File: src/rtl/cacheline_adaptor_p.sv
`default_nettype none
// ============================================================================
//  Module      : cacheline_adaptor_p
//  Description : Bridges whole cache-line read/write requests onto a narrower
//                burst-oriented memory port. A line is moved as NUM_BURSTS
//                consecutive bursts, lowest slot first. One resp_o pulse
//                marks completion.
//  Revision    : 1.0 - initial release
// ============================================================================
module cacheline_adaptor_p #(
  parameter int LINE_W  = 256,
  parameter int BURST_W = 64,
  parameter int ADDR_W  = 32
) (
  input  logic                clk,
  input  logic                rst,
  input  logic [LINE_W-1:0]   line_i,
  output logic [LINE_W-1:0]   line_o,
  input  logic [ADDR_W-1:0]   address_i,
  input  logic                read_i,
  input  logic                write_i,
  output logic                resp_o,
  input  logic [BURST_W-1:0]  burst_i,
  output logic [BURST_W-1:0]  burst_o,
  output logic [ADDR_W-1:0]   address_o,
  output logic                read_o,
  output logic                write_o,
  input  logic                resp_i
);

  localparam int NUM_BURSTS = LINE_W / BURST_W;
  localparam int OFS_W      = $clog2(LINE_W / 8);
  localparam int CNT_W      = (NUM_BURSTS > 2) ? $clog2(NUM_BURSTS) : 1;
  localparam logic [CNT_W-1:0] LAST_SLOT = CNT_W'(NUM_BURSTS - 1);

  // Reject geometries that cannot be split into a power-of-two burst count.
  generate
    if ((LINE_W % BURST_W) != 0 || NUM_BURSTS < 2 ||
        (NUM_BURSTS & (NUM_BURSTS - 1)) != 0) begin : g_param_check
      $error("cacheline_adaptor_p: unsupported LINE_W/BURST_W combination");
    end
  endgenerate

  typedef enum logic [1:0] {
    ST_IDLE = 2'd0,
    ST_RD   = 2'd1,
    ST_WR   = 2'd2,
    ST_DONE = 2'd3
  } state_t;

  state_t                              state_q, state_d;
  logic [CNT_W-1:0]                    cnt_q, cnt_d;
  logic [ADDR_W-1:0]                   addr_q, addr_d;
  // Line slots are packed so that slot k occupies bits [k*BURST_W +: BURST_W].
  logic [NUM_BURSTS-1:0][BURST_W-1:0]  wline_q, wline_d;
  logic [NUM_BURSTS-1:0][BURST_W-1:0]  rline_q, rline_d;

  // State, counter and data registers; reset aborts any transfer in flight.
  always_ff @(posedge clk) begin
    if (rst) begin
      state_q <= ST_IDLE;
      cnt_q   <= '0;
      addr_q  <= '0;
      wline_q <= '0;
      rline_q <= '0;
    end else begin
      state_q <= state_d;
      cnt_q   <= cnt_d;
      addr_q  <= addr_d;
      wline_q <= wline_d;
      rline_q <= rline_d;
    end
  end

  // Next-state logic: accept a request in IDLE (write has priority), then
  // step the burst counter on every accepted burst until the last slot.
  always_comb begin
    state_d = state_q;
    cnt_d   = cnt_q;
    addr_d  = addr_q;
    wline_d = wline_q;
    rline_d = rline_q;
    case (state_q)
      ST_IDLE: begin
        if (write_i) begin
          addr_d  = address_i;
          wline_d = line_i;
          cnt_d   = '0;
          state_d = ST_WR;
        end else if (read_i) begin
          addr_d  = address_i;
          cnt_d   = '0;
          state_d = ST_RD;
        end
      end
      ST_RD: begin
        if (resp_i) begin
          rline_d[cnt_q] = burst_i;
          cnt_d          = cnt_q + 1'b1;
          if (cnt_q == LAST_SLOT) begin
            state_d = ST_DONE;
          end
        end
      end
      ST_WR: begin
        if (resp_i) begin
          cnt_d = cnt_q + 1'b1;
          if (cnt_q == LAST_SLOT) begin
            state_d = ST_DONE;
          end
        end
      end
      ST_DONE: begin
        state_d = ST_IDLE;
      end
      default: begin
        state_d = ST_IDLE;
      end
    endcase
  end

  // Memory-side outputs are decoded purely from the current state so that
  // nothing leaks onto the bus outside an active transfer.
  always_comb begin
    read_o    = 1'b0;
    write_o   = 1'b0;
    resp_o    = 1'b0;
    address_o = '0;
    burst_o   = '0;
    case (state_q)
      ST_RD: begin
        read_o    = 1'b1;
        address_o = {addr_q[ADDR_W-1:OFS_W], {OFS_W{1'b0}}};
      end
      ST_WR: begin
        write_o   = 1'b1;
        address_o = {addr_q[ADDR_W-1:OFS_W], {OFS_W{1'b0}}};
        burst_o   = wline_q[cnt_q];
      end
      ST_DONE: begin
        resp_o = 1'b1;
      end
      default: begin
        resp_o = 1'b0;
      end
    endcase
  end

  assign line_o = rline_q;

endmodule
`default_nettype wire

File: config.mk
export PLATFORM = sky130hd
export DESIGN_NAME = cacheline_adaptor_p
export DESIGN_NICKNAME = d
export VERILOG_FILES = /design/src/rtl/cacheline_adaptor_p.sv
export SDC_FILE = /design/constraint.sdc
export NUM_CORES = 1
export LEC_CHECK = 0
export CAP_MARGIN = 20
export CORE_MARGIN = 5
export CORE_UTILIZATION = 28
export DETAILED_ROUTE_END_ITERATION = 10
export MAX_ROUTING_LAYER = met4
export PLACE_DENSITY = 0.66
export SKIP_LAST_GASP = 1
export SYNTH_ARGS = -nofsm -noshare
export SYNTH_HDL_FRONTEND = slang
export SYNTH_SLANG_ARGS = --single-unit
File: constraint.sdc
create_clock -name clk -period 1.9 [get_ports clk]
set_input_delay 0.19 -clock clk [delete_from_list [all_inputs] [get_ports clk]]
set_output_delay 0.19 -clock clk [all_outputs]
set_load 0.01 [all_outputs]
After elaboration in Yosys (flattened, before gate mapping)
Index checks and enable logic that the tools add are counted.

word-level totals
  latch bits = 0
  memory bits (writable) = 0
  bits in read-only memories = 0
  bits of input ports = 357
  bits in registers = 548
  logic and storage cells = 52
  output and inout bits = 355
  memories kept = 0

operators by class
  shift operators = 0
  reduce and logical (&&, ||, !) cells = 10
  div/mod/pow operators = 0
  multiplexer cells = 21
  magnitude comparators = 2
  equality and inequality tests = 7
  bitwise operators = 0
  multipliers = 0
  add/sub/neg operators = 1

operators by type and width
  kind                                                                   number
  256-bit bitwise mux                                                    1
  64-bit two-way mux                                                     3
  64-bit binary-select mux with 2-bit select                             1
  64-bit demux with 2-bit select                                         1
  32-bit two-way mux                                                     3
  2-bit two-way mux                                                      7
  2-bit equality test, second input constant                             3
  2-bit case mux with 3 select lines                                     1
  2-bit AND reduction                                                    3
  3-bit AND reduction                                                    2
  2-bit by 1-bit != test with 1-bit output, second input constant        2
  2-bit case mux with 2 select lines                                     1
  2-bit nonzero test                                                     2
  2-bit by 3-bit < comparator with 1-bit output, second input constant   1
  1-bit two-way mux                                                      3
  3-bit != test, second input constant                                   1
  2-bit by 1-bit adder with 2-bit output, second input constant          1
  2-bit by 1-bit equality test with 1-bit output, second input constant  1
  2-bit by 1-bit >= comparator with 1-bit output, second input constant  1
  2-bit zero test                                                        1
  2-bit OR reduction                                                     1
  1-bit logical AND                                                      1

Logic depth before layout (Yosys ltp)
  depth after elaboration = 5
  depth in mapped cells = 10
  depth with buffers taken out = 5

Worst setup path before layout
No wires, ideal clock.

  path kind = register to register
  start point = register cnt_q[0]
  end point = register rline_q (netlist bit line_o[10])
  slack = -71 ps
  setup time = 70 ps
  arrival time = 1901 ps
  buffers on the path = 4
  data required time = 1830 ps
  clock period less this slack = 1971 ps
  stages on the path, launching flop included = 10
  cell sequence = dfxtp_1 buf_6 buf_2 buf_2 inv_1 ha_1 nand3_1 clkbuf_1 nand2_1 a21oi_1

between the ends
  cells in the longest elaborated chain, start to end = 5
  elaborated cells between the ends (all ways) = 6
  classes of those cells = order compare: 2; mux: 3; reduce/logical: 1

RTL lines
  item                                                                                                                                   RTL line  RTL
  start: declaration                                                                                                                     52        logic [CNT_W-1:0] cnt_q, cnt_d;
  start signal: assignment                                                                                                               68        cnt_q <= cnt_d;
  2-bit by 3-bit < comparator with 1-bit output (implied by the code) or 2-bit by 1-bit >= comparator with 1-bit output (tied branches)  98        rline_d[cnt_q] = burst_i;
  1-bit logical AND (implied by the code)                                                                                                98
  64-bit two-way mux (implied by the code)                                                                                               98
  64-bit demux with 2-bit select (*)                                                                                                     98
  256-bit bitwise mux (*)                                                                                                                98
  end signal: assignment                                                                                                                 71        rline_q <= rline_d;
  end: declaration                                                                                                                       56        logic [NUM_BURSTS-1:0][BURST_W-1:0] rline_q, rline_d;

Every way passes the cells marked *; elsewhere a longest branch is shown, timed or not.
A chain may end at the register's enable or synchronous reset.

Worst setup path after layout
  start point = register cnt_q[0]
  end point = output burst_o[28]

between the ends
  cells in the longest elaborated chain, start to end = 3

RTL lines
  item                                        RTL line  RTL
  64-bit binary-select mux with 2-bit select  138       burst_o = wline_q[cnt_q];
  64-bit two-way mux (implied by the code)    138
  64-bit two-way mux                          130       case (state_q)
  end: declaration                            24        output logic [BURST_W-1:0] burst_o,

Every way passes these cells. The select of a mux whose other input is x is not followed.

==> reports/results.ini <==
[outcome]
violations = negative setup slack
status = complete, but fails checks

[synthesis]
yosys.area.top_type = dfxtp_1
syn_avg_cell_area_sq_um = 8.14
synth_xor_xnor_area_share_pct = 0
syn_inst = 2566
synth-simple-area-share_pct = 22.5
yosys-top-cells-area = dfxtp_1, nand2_1, a21oi_1
synth_warnings = 0
yosysSeqAreaShare_pct = 52.0
yosys.area_share.adder_pct = 0.539
synth_top_family_by_area = simple AND/OR/NAND/NOR gates
syn_area_sq_um = 20900
synth_top_cell_area_share_pct = 52.0
muxShareOfSynthArea_pct = 7.04
synthArstFlopShare_pct = 0
synth-compound-area-share_pct = 13.2
netlist-cell-type-count = 30
synth_most_common_cell = nand2_1
synth-main-ff-cell = dfxtp_1
synth_edf_count = 0
ys_top_cells_by_count = nand2_1, dfxtp_1, a21oi_1
synth_seq_cells = 543

[worst_setup_path]
reg2reg_depth = 13
worstSetupEndpointType = output pin
critPathKind = reg2out
cp_common_cell = buf_12
r2r_slack_ps = -280
cp_top_family = buffers and inverters
crit_chain = buf_12, buf_12, buf_12, mux4_2, and2_4, buf_6
worst_ep_required_time_ps = 1710
max_stage_delay_ps = 480
crit_fanout = 5
worstPathBufferInverterCount = 4
start_kind = register
timing.rr.start = cnt_q[0]
worstReg2RegEnd = line_o[168]
critPathArrivalTime_ps = 2140
slowest_stage = mux4_2

[cts]
cts-htree-levels = 2
cts_tree = built
worstSkewPairLatency_ps = 620
clock_sinks = 543
clk_pin_slew_ps = 60
cts_made_buffers = 59
clockBufferDepth = 3
cts_root_buffer = clkbuf_16

[routing]
drtIter0Drc = 1268
dr.pass1.iters = 5
via_per_inst = 4.83
drc = 0
ant_nets = 0
drt_wl_total_um = 93800
wl_per_cell_um = 21.3
routed-via-count = 21340

[grt]
antenna_found_initial = 13
grt_max_degree = 78
grt_pass1_wl_um = 128000
grt-ovfl-total = 0
grt_pass1_vias = 20813
grtUsageTotal_pct = 21.0

[sta]
fmax_mhz = 430
slew_viol_final = 0
period_needed_ps = 2330
fin_hold_ws_ps = 117
fin_ws_ps = -427
worst_pin_slew_ps = 534
setup_viol = 349
final-hold-violation-count = 0
finClkSkew_ps = 18.1
period_share_pct = 122
relSlewSlack_pct = 64.3
rsz0062_at_grt = true

[final_layout]
area_delta_synth_final_pct = 78.7
nets = 3755
layout-drive-gt1-share_pct = 31.0

[place]
portBuffers = 701
place_congestion = 0.944
hpwlAfterDp_um = 55900

[power_and_ir_drop]
powerDensity_nw_per_um2 = 1040
leakagePower_nw = 14.0
peakVddDrop_v = 0.000776
finalPower_w = 0.0388

[hold_path]
hold_start = address_i[13]
min_to = addr_q[13]
hold_class = in2reg
whs_path_depth = 3

[floorplanning]
die_y_um = 283
ios = 712
row_count = 100
die_area_sq_um = 80200
initial_core_util_pct = 28.2
core_sq_um = 74200
die_width_um = 283

[flow_run]
maxCapViolCount = 0

==> stage by stage <==
step           utilization, %  worst slack, ps  std cells  area, sq um  TNS, ps
2_1_floorplan               -            -19.4       2570        20900    -1160
3_3_place_gp             40.3             -184       4164        29900   -11370
3_5_place_dp             40.3             -190       4164        29900   -16680
4_1_cts                  46.6             -516       4372        34600   -72280
5_1_grt                  50.3             -493       4414        37300   -99280
6_report                 50.3             -427       4414        37300   -76260
==> how the worst max path moves through the flow <==
stage             start          end  slack [ps]  depth (start not counted)
2_1_floorplan  cnt_q[0]   line_o[10]         -20                          9
3_3_place_gp   cnt_q[0]   burst_o[3]        -180                          4
3_5_place_dp   cnt_q[0]  burst_o[12]        -190                          4
4_1_cts        cnt_q[0]  burst_o[26]        -520                          6
5_1_grt        cnt_q[0]  burst_o[28]        -490                          6
6_report       cnt_q[0]  burst_o[28]        -430                          6
==> sequential cells by signal, indices dropped and copies added, names as in the netlist <==
name,cells
addr_q,27
state_q,2
line_o,256
cnt_q,2
wline_q,256
==> cells by family (layout without fill, tap and decap cells) <==
logic type | Yosys count | after routing
muxes | 67 | 67
other | 1 | 18
adders and majority gates | 9 | 9
and+or+nand+nor | 1185 | 1185
AOI/OAI and AO/OA | 549 | 549
buffers and inverters | 212 | 1074
DFF | 543 | 543
==> worst reg2reg max path, stage by stage (launching register included) <==
cell	delay [ps]
dfxtp_4	360
buf_12	150
buf_12	150
buf_16	140
buf_8	130
buf_12	120
clkinv_8	40
ha_4	120
and3_4	260
clkbuf_16	200
buf_12	110
clkbuf_16	140
nand2_4	50
a21oi_2	150
==> final cells by class <==
class	instances	area (sq um)
timing repair buffer	966	11400
clock inverter	17	263
antenna	13	32.5
multi-input combinational	1815	11700
clock buffer	87	1780
tap	969	1210
sequential	543	10900
inverter	4	32.5
fill	6578	36900
==> metal layers <==
metal	track usage, %	routed length [um]	vias up
met5	-	0	-
met4	7.38	4180	0
met3	6.27	7300	216
met2	36.6	47400	819
met1	23.0	34900	10241
li1	-	-	10064
==> placed cells by master (no fill, tap or decap), types with 76 or more instances in the layout <==
master           Yosys  layout
nand2_1           1080     826
clkdlybuf4s50_1      0     606
dfxtp_1            543     538
a21oi_1            542     360
nand2_4              0     183
a21oi_2              0     182
buf_6                1     116
buf_12               3      91
and2_4               0      87
clkbuf_16            0      76
==> where the power goes <==
part           total, W  internal [W]  switching, W
clock            0.0122       0.00726       0.00490
combinational    0.0131       0.00672       0.00636
sequential       0.0135        0.0127      0.000831
total            0.0388        0.0267        0.0121
==> what timing repair did <==
item / in CTS / in global routing
resized for setup: 696 / 679
hold endpoints to repair: 30 / 0
setup buffers: 63 / 30
endpoints found under the setup margin: 330 / 352
pin swaps: 109 / 290
gates cloned: 44 / 18
hold buffers: 1 / 0
Power figures use the tool's default switching activity.
